`config.mk`:
```
export PLATFORM = sky130hd
export DESIGN_NAME = pixel_array_controller_flat
export DESIGN_NICKNAME = d
export VERILOG_FILES = /design/src/rtl/pixel_array_controller_if.sv /design/src/rtl/pixel_array_controller.sv /design/src/flat_wrapper.sv
export SDC_FILE = /design/constraint.sdc
export NUM_CORES = 1
export LEC_CHECK = 0
export ABC_CLOCK_PERIOD_IN_PS = 3900
export CAP_MARGIN = 0
export CORE_ASPECT_RATIO = 0.7
export CORE_MARGIN = 2
export CORE_UTILIZATION = 55
export DETAILED_ROUTE_END_ITERATION = 12
export DONT_BUFFER_PORTS = 1
export GPL_ROUTABILITY_DRIVEN = 0
export GPL_TIMING_DRIVEN = 0
export PLACE_DENSITY = 0.7
export SYNTH_ARGS = -nofsm -noshare
export SYNTH_HDL_FRONTEND = slang
export SYNTH_SLANG_ARGS = --single-unit
```
`constraint.sdc`:
```
create_clock -name clk -period 3.9 [get_ports clk]
set_input_delay 0.39 -clock clk [delete_from_list [all_inputs] [get_ports clk]]
set_output_delay 0.39 -clock clk [all_outputs]
set_load 0.01 [all_outputs]
```
`src/rtl/pixel_array_controller_if.sv`:
```
// Row readout bus between the pixel array controller and the frame buffer.
//   read       : one-hot row select to the pixel array
//   row_index  : index of the row currently selected
//   row_valid  : selected row's data is stable
//   row_ready  : downstream accepts the row
// The controller connects through the master modport and the frame buffer
// side through the slave modport.
interface pixel_array_controller_if #(
  parameter int ROWS  = 4,
  parameter int ROW_W = (ROWS > 1) ? $clog2(ROWS) : 1
);
  logic [ROWS-1:0]  read;
  logic [ROW_W-1:0] row_index;
  logic             row_valid;
  logic             row_ready;

  modport master (
    output read,
    output row_index,
    output row_valid,
    input  row_ready
  );

  modport slave (
    input  read,
    input  row_index,
    input  row_valid,
    output row_ready
  );
endinterface

```
`src/rtl/pixel_array_controller.sv`:
```
// Global-shutter frame sequencer for the pixel array.
// One frame is ERASE, EXPOSE, a 256-step ramp conversion, then a
// row-by-row readout handed to the frame buffer over valid/ready.
// Ports:
//   clk          system clock, rising edge
//   reset_n      asynchronous active-low reset
//   start        single-cycle pulse, starts a frame from IDLE
//   continuous   restart automatically after the frame completes
//   expose_time  exposure length in cycles, 0 selects EXPOSE_CYCLES
//   erase        erase strobe to the array
//   expose       expose strobe to the array
//   convert      ramp-generator enable
//   counter      conversion code broadcast to the array
//   busy         high in every state except IDLE
//   frame_done   single-cycle pulse after the last row handshake
//   row_if       row select / row handshake bus (master side)
// All outputs come from registers only; no input reaches an output
// combinationally.
module pixel_array_controller #(
  parameter int ROWS          = 4,
  parameter int ERASE_CYCLES  = 5,
  parameter int EXPOSE_CYCLES = 255,
  parameter int READ_SETTLE   = 2
) (
  input  logic        clk,
  input  logic        reset_n,
  input  logic        start,
  input  logic        continuous,
  input  logic [15:0] expose_time,
  output logic        erase,
  output logic        expose,
  output logic        convert,
  output logic [7:0]  counter,
  output logic        busy,
  output logic        frame_done,
  pixel_array_controller_if.master row_if
);

  localparam int               ROW_W       = (ROWS > 1) ? $clog2(ROWS) : 1;
  localparam logic [15:0]      ERASE_LOAD  = 16'(ERASE_CYCLES - 1);
  localparam logic [15:0]      SETTLE_LOAD = 16'(READ_SETTLE);
  localparam logic             SETTLE_NONE = (READ_SETTLE == 0);
  localparam logic [ROW_W-1:0] LAST_ROW    = ROW_W'(ROWS - 1);

  typedef enum logic [2:0] {
    S_IDLE,
    S_ERASE,
    S_EXPOSE,
    S_CONVERT,
    S_READ,
    S_DONE
  } state_t;

  state_t           state, state_nxt;
  logic [15:0]      timer, timer_nxt;       // shared down-counter for every phase
  logic [15:0]      exp_len, exp_len_nxt;   // exposure captured at frame start
  logic [7:0]       counter_nxt;
  logic [ROW_W-1:0] row_idx, row_idx_nxt;
  logic             row_valid_q, row_valid_nxt;

  function automatic logic [15:0] exposure_len(input logic [15:0] t);
    return (t == 16'd0) ? 16'(EXPOSE_CYCLES) : t;
  endfunction

  always_ff @(posedge clk or negedge reset_n) begin
    if (!reset_n) begin
      state       <= S_IDLE;
      timer       <= '0;
      exp_len     <= '0;
      counter     <= '0;
      row_idx     <= '0;
      row_valid_q <= 1'b0;
    end else begin
      state       <= state_nxt;
      timer       <= timer_nxt;
      exp_len     <= exp_len_nxt;
      counter     <= counter_nxt;
      row_idx     <= row_idx_nxt;
      row_valid_q <= row_valid_nxt;
    end
  end

  always_comb begin
    state_nxt     = state;
    timer_nxt     = timer;
    exp_len_nxt   = exp_len;
    counter_nxt   = counter;
    row_idx_nxt   = row_idx;
    row_valid_nxt = row_valid_q;

    case (state)
      S_IDLE: begin
        if (start) begin
          state_nxt   = S_ERASE;
          timer_nxt   = ERASE_LOAD;
          exp_len_nxt = exposure_len(expose_time);
          counter_nxt = 8'd0;
        end
      end

      // Timer is loaded with length-1 on entry, so the phase lasts
      // exactly "length" cycles and exits on the cycle it reads zero.
      S_ERASE: begin
        if (timer == 16'd0) begin
          state_nxt = S_EXPOSE;
          timer_nxt = exp_len - 16'd1;
        end else begin
          timer_nxt = timer - 16'd1;
        end
      end

      S_EXPOSE: begin
        if (timer == 16'd0) begin
          state_nxt   = S_CONVERT;
          counter_nxt = 8'd0;
        end else begin
          timer_nxt = timer - 16'd1;
        end
      end

      // The conversion code itself times this phase; it is left at 255
      // on exit and only cleared by the next frame start.
      S_CONVERT: begin
        if (counter == 8'd255) begin
          state_nxt     = S_READ;
          row_idx_nxt   = '0;
          timer_nxt     = SETTLE_LOAD;
          row_valid_nxt = SETTLE_NONE;
        end else begin
          counter_nxt = counter + 8'd1;
        end
      end

      S_READ: begin
        if (row_valid_q) begin
          if (row_if.row_ready) begin
            if (row_idx == LAST_ROW) begin
              state_nxt     = S_DONE;
              row_idx_nxt   = '0;
              row_valid_nxt = 1'b0;
            end else begin
              row_idx_nxt   = row_idx + ROW_W'(1);
              timer_nxt     = SETTLE_LOAD;
              row_valid_nxt = SETTLE_NONE;
            end
          end
        end else begin
          // Settle countdown; valid rises after READ_SETTLE cycles of select.
          if (timer == 16'd1) begin
            row_valid_nxt = 1'b1;
          end
          timer_nxt = timer - 16'd1;
        end
      end

      S_DONE: begin
        if (continuous) begin
          state_nxt   = S_ERASE;
          timer_nxt   = ERASE_LOAD;
          exp_len_nxt = exposure_len(expose_time);
          counter_nxt = 8'd0;
        end else begin
          state_nxt = S_IDLE;
        end
      end

      default: begin
        state_nxt = S_IDLE;
      end
    endcase
  end

  // Output decode from the state register only.
  assign erase            = (state == S_ERASE);
  assign expose           = (state == S_EXPOSE);
  assign convert          = (state == S_CONVERT);
  assign busy             = (state != S_IDLE);
  assign frame_done       = (state == S_DONE);
  assign row_if.read      = (state == S_READ) ? (ROWS'(1) << row_idx) : '0;
  assign row_if.row_index = row_idx;
  assign row_if.row_valid = row_valid_q;

endmodule

```
`src/flat_wrapper.sv`:
```
// flat-port wrapper written by rule: the top's interface ports become plain ports
module pixel_array_controller_flat 
#(
  parameter int ROWS          = 4,
  parameter int ERASE_CYCLES  = 5,
  parameter int EXPOSE_CYCLES = 255,
  parameter int READ_SETTLE   = 2
)
  (clk, reset_n, start, continuous, expose_time, erase, expose, convert, counter, busy, frame_done, row_if_read, row_if_row_index, row_if_row_valid, row_if_row_ready);
  pixel_array_controller_if #(.ROWS(ROWS)) row_if_i ();
  input  logic clk;
  input  logic reset_n;
  input  logic start;
  input  logic continuous;
  input  logic [15:0] expose_time;
  output logic erase;
  output logic expose;
  output logic convert;
  output logic [7:0] counter;
  output logic busy;
  output logic frame_done;
  output wire logic [$bits(row_if_i.read)-1:0] row_if_read;
  output wire logic [$bits(row_if_i.row_index)-1:0] row_if_row_index;
  output wire logic [$bits(row_if_i.row_valid)-1:0] row_if_row_valid;
  input wire logic [$bits(row_if_i.row_ready)-1:0] row_if_row_ready;
  assign row_if_read = row_if_i.read;
  assign row_if_row_index = row_if_i.row_index;
  assign row_if_row_valid = row_if_i.row_valid;
  assign row_if_i.row_ready = row_if_row_ready;
  pixel_array_controller #(.ROWS(ROWS), .ERASE_CYCLES(ERASE_CYCLES), .EXPOSE_CYCLES(EXPOSE_CYCLES), .READ_SETTLE(READ_SETTLE)) u_core (.clk(clk), .reset_n(reset_n), .start(start), .continuous(continuous), .expose_time(expose_time), .erase(erase), .expose(expose), .convert(convert), .counter(counter), .busy(busy), .frame_done(frame_done), .row_if(row_if_i));
endmodule
```
==> impl_metrics.xml <==
<?xml version="1.0" encoding="UTF-8"?>
<metrics>
  <group name="floorplanning">
    <metric name="fp.dieArea" unit="um2">5999</metric>
    <metric name="die_h" unit="um">65.41</metric>
    <metric name="initial_utilization" unit="">0.5665</metric>
    <metric name="die_w" unit="um">91.73</metric>
    <metric name="fp_rows" unit="">22</metric>
    <metric name="pin_count" unit="">41</metric>
    <metric name="coreArea" unit="um2">5230</metric>
  </group>
  <group name="power_and_ir_drop">
    <metric name="power_frac_comb" unit="">0.407</metric>
    <metric name="clock_power_share" unit="">0.146</metric>
    <metric name="max-vdd-ir-drop" unit="V">0.0003123</metric>
    <metric name="internal_power" unit="uW">1142</metric>
    <metric name="power.share.switching" unit="">0.4393</metric>
    <metric name="share_seq_of_total_power" unit="">0.447</metric>
    <metric name="power.leakage" unit="uW">0.001260</metric>
    <metric name="powerDensity" unit="nW/um2">641.0</metric>
    <metric name="power.total" unit="uW">2036</metric>
    <metric name="power_switching" unit="uW">894.6</metric>
  </group>
  <group name="setup_path">
    <metric name="critPathCaptureType" unit="">flip-flop</metric>
    <metric name="cpMostUsedCell" unit="">o21ai_0</metric>
    <metric name="timing.critical_path.slowest_stage_cell" unit="">nor3b_1</metric>
    <metric name="crit_arrival" unit="ns">3.36</metric>
    <metric name="path_depth" unit="">9</metric>
    <metric name="required" unit="ns">4.09</metric>
    <metric name="worst_setup_path_start_kind" unit="">flip-flop</metric>
    <metric name="crit_family" unit="">simple AND/OR/NAND/NOR gates</metric>
    <metric name="timing.reg2reg.worst_path_depth" unit="">9</metric>
    <metric name="critical_path.n_buffers_inverters" unit="">2</metric>
    <metric name="rrSetupSlack" unit="ns">0.73</metric>
    <metric name="crit_path_start" unit="">u_core.timer[0]$_DFFE_PN0P_</metric>
    <metric name="timing.critical_path.slowest_cell_delay" unit="ns">0.58</metric>
    <metric name="crit_chain" unit="">inv_1, ha_1, nor3b_1, or4b_1, buf_4, a21oi_1, o21ai_0, nand2_1, o21ai_0</metric>
    <metric name="timing.rr.start" unit="">u_core.timer[0]$_DFFE_PN0P_</metric>
    <metric name="cp_max_fanout" unit="">9</metric>
    <metric name="path_class" unit="">flip-flop to flip-flop</metric>
  </group>
  <group name="logic_synthesis">
    <metric name="dominantRegCellSynth" unit="">dfrtp_1</metric>
    <metric name="synthDominantCellAreaShare" unit="">0.3885</metric>
    <metric name="mappedNetlistArea" unit="um2">2963</metric>
    <metric name="avgSynthCellArea" unit="um2">8.465</metric>
    <metric name="yosysMostFrequentCell" unit="">dfrtp_1</metric>
    <metric name="synth_commonest_cells" unit="">dfrtp_1 (46), o21ai_0 (40), nor2_1 (37)</metric>
    <metric name="yosys_warnings" unit="">0</metric>
    <metric name="total_of_flip_flops_plus_latches_after_synthesis" unit="">46</metric>
    <metric name="number_of_flops_mapped_to_enable_cells_by_yosys" unit="">0</metric>
    <metric name="yosysSeqAreaShare" unit="">0.3885</metric>
    <metric name="synth.distinct_cells" unit="">52</metric>
    <metric name="netlist_top_cells_area" unit="">dfrtp_1 (39%), o21ai_0 (6.8%), nor2_1 (4.7%)</metric>
    <metric name="synth_cells" unit="">350</metric>
    <metric name="synth_top_cell_by_area" unit="">dfrtp_1</metric>
    <metric name="async_reset_ff_frac" unit="">1.000</metric>
    <metric name="syn-num-nets" unit="">379</metric>
  </group>
  <group name="layout">
    <metric name="final_cell_area" unit="um2">3177</metric>
    <metric name="sequential_cell_area" unit="um2">1151</metric>
    <metric name="multi_input_comb_area" unit="um2">1714</metric>
    <metric name="final.fill_count" unit="">484</metric>
    <metric name="final_cells" unit="">432</metric>
    <metric name="area.growth.synth_to_final" unit="%">7.221</metric>
    <metric name="nNetsFinal" unit="">388</metric>
    <metric name="final_layout_size_suffix_gt1_frac" unit="">0.06667</metric>
    <metric name="antenna-diode-count" unit="">0</metric>
  </group>
  <group name="timing">
    <metric name="timing_hold_violations_final" unit="">0</metric>
    <metric name="totalNegativeSetupSlack" unit="ns">0</metric>
    <metric name="worst_pin_slew" unit="ns">0.9061</metric>
    <metric name="setup_violations" unit="">0</metric>
    <metric name="worst_slew_margin_rel" unit="">0.3913</metric>
    <metric name="post-route-min-period" unit="ns">3.167</metric>
    <metric name="rsz0062_at_grt" unit="">no</metric>
    <metric name="final.period_utilization" unit="">0.8120</metric>
    <metric name="fmax" unit="GHz">0.3158</metric>
    <metric name="timing_max_transition_violations_final" unit="">0</metric>
    <metric name="skew" unit="ns">0.01552</metric>
    <metric name="setup_ws" unit="ns">0.7331</metric>
  </group>
  <group name="worst_hold_path">
    <metric name="whs_path_depth" unit="">1</metric>
    <metric name="timing.hold.worst.class" unit="">input port to flip-flop</metric>
    <metric name="min_from" unit="">expose_time[3]</metric>
  </group>
  <group name="placed_design">
    <metric name="place_inst" unit="">422</metric>
    <metric name="port_buffers" unit="">0</metric>
    <metric name="placement.setup.worst_slack" unit="ns">0.8669</metric>
    <metric name="place.detailed.hpwl" unit="mm">5.618</metric>
    <metric name="place_area" unit="um2">3053</metric>
  </group>
  <group name="cts">
    <metric name="post_cts.repair.setup_buffers" unit="">0</metric>
    <metric name="clock_tree.buffer_depth" unit="">2</metric>
    <metric name="cts_buffers" unit="">5</metric>
    <metric name="cts_tree" unit="">yes</metric>
    <metric name="clkSlewWorstSetupHoldPaths" unit="ns">0.10</metric>
    <metric name="cts_num_sinks" unit="">46</metric>
    <metric name="root_buffer" unit="">clkbuf_8</metric>
    <metric name="clk_latency" unit="ns">0.31</metric>
    <metric name="cts-htree-levels" unit="">2</metric>
  </group>
  <group name="routing">
    <metric name="detailroute.via_count" unit="">2762</metric>
    <metric name="detail_route.first_pass.iterations" unit="">5</metric>
    <metric name="per_cell_routed_wire_length" unit="um">17.81</metric>
    <metric name="detail_route.wirelength.met1" unit="mm">3.572</metric>
    <metric name="met3WireLength" unit="um">796</metric>
    <metric name="final_antenna_net_count" unit="">0</metric>
    <metric name="finalWirelength" unit="mm">7.694</metric>
    <metric name="drcViolationCount" unit="">0</metric>
    <metric name="detailedRoute.firstIterationViolations" unit="">251</metric>
    <metric name="top_layer" unit="">met4</metric>
    <metric name="met2RoutedLength" unit="mm">3.281</metric>
    <metric name="drt-vias-per-instance" unit="">6.394</metric>
  </group>
  <group name="grt">
    <metric name="grt_overflow" unit="">0</metric>
    <metric name="number_of_global_route_vias_before_repair" unit="">2637</metric>
    <metric name="grt_max_degree" unit="">47</metric>
    <metric name="gr-usage-all-layers" unit="">0.2733</metric>
    <metric name="grt_first_pass_wirelength" unit="mm">12.96</metric>
    <metric name="antenna_found_initial" unit="">0</metric>
  </group>
  <group name="run_status">
    <metric name="status" unit="">completed</metric>
  </group>
  <group name="job">
    <metric name="max_cap_violations" unit="">0</metric>
  </group>
</metrics>
[final cells by class]
| type | instances | area share |
|---|---|---|
| multi-input cells | 280 | 0.5396 |
| repair buffers | 2 | 0.01182 |
| well taps | 72 | 0.02836 |
| clock inverters | 2 | 0.004332 |
| clock buffers | 6 | 0.02284 |
| inverters | 13 | 0.01536 |
| plain buffers | 11 | 0.01536 |
| flip-flops and latches | 46 | 0.3623 |
[worst paths after layout]
kind,endpoint
setup reg to reg,u_core.timer[14]$_DFFE_PN0P_
max in group asynchronous,u_core.timer[13]$_DFFE_PN0P_
hold reg to reg,u_core.timer[6]$_DFFE_PN0P_
setup / recovery,u_core.timer[14]$_DFFE_PN0P_
hold / removal,u_core.exp_len[3]$_DFFE_PN0P_
min in group asynchronous,u_core.counter[2]$_DFFE_PN0P_
[repair_timing]
action	in CTS	in global routing
resized for setup	0	0
hold endpoints to repair	46	0
hold buffers	2	0
endpoints found under the setup margin	0	0
[routing by layer]
metal | track usage | vias up
met5 | 0 | -
met4 | 0.06716 | 0
met3 | 0.07339 | 5
met2 | 0.4026 | 141
met1 | 0.4016 | 1299
li1 | - | 1317
[kinds of logic (layout without fill, tap and decap cells)]
logic type	after synthesis	after routing	share of synthesized area
xor gates and xnor gates	14	14	0.04139
and+or+nand+nor	143	143	0.2479
AOI/OAI and AO/OA	115	115	0.2555
DFF	46	46	0.3885
adders and majority gates	8	8	0.03379
buffers and inverters	24	34	0.03294
[per-stage QoR]
stage	hold slack (ns)	utilization
after global placement	0.09532	0.5837
final	0.1945	0.6074
after CTS	0.1995	0.6074
after detailed placement	0.09541	0.5837
after global routing	0.1925	0.6074
after floorplan	0.09441	-
[power by group through the flow]
stage	Combinational, uW	Sequential (uW)	Clock (uW)
2_1_floorplan	640	845	0
3_3_place_gp	783	901	0
3_5_place_dp	797	913	0
4_1_cts	816	904	300
5_1_grt	935	943	321
6_report	829	910	297
[sequential cells by signal, indices dropped and copies added (netlist names)]
signal,count
u_core.exp_len,16
u_core.row_if.row_index,2
u_core.state,3
u_core.row_if.row_valid,1
u_core.timer,16
u_core.counter,8
[layout by cell type, fill, tap and decap left out, types with 3 or more instances in the layout]
cell | synthesis | final
dfrtp_1 | 46 | 46
o21ai_0 | 40 | 40
nor2_1 | 37 | 37
nand2_1 | 35 | 35
a21oi_1 | 21 | 21
nor3_1 | 12 | 12
inv_1 | 11 | 11
a22o_1 | 11 | 11
nor4_1 | 10 | 10
a31oi_1 | 9 | 9
clkbuf_1 | 7 | 8
ha_1 | 8 | 8
and3_1 | 7 | 7
xnor2_1 | 7 | 7
xor2_1 | 7 | 7
nand3_1 | 6 | 6
o22a_1 | 6 | 6
or4_1 | 5 | 5
clkbuf_8 | 0 | 5
nor2b_1 | 4 | 4
nor3b_1 | 4 | 4
o21ai_1 | 4 | 4
a2bb2oi_1 | 4 | 4
or3b_2 | 3 | 3
nand3b_1 | 3 | 3
nand2b_1 | 3 | 3
or3_1 | 3 | 3
o31ai_1 | 3 | 3
a22oi_1 | 3 | 3
nand4_1 | 3 | 3
No activity file was read; power rests on OpenSTA's default activity.
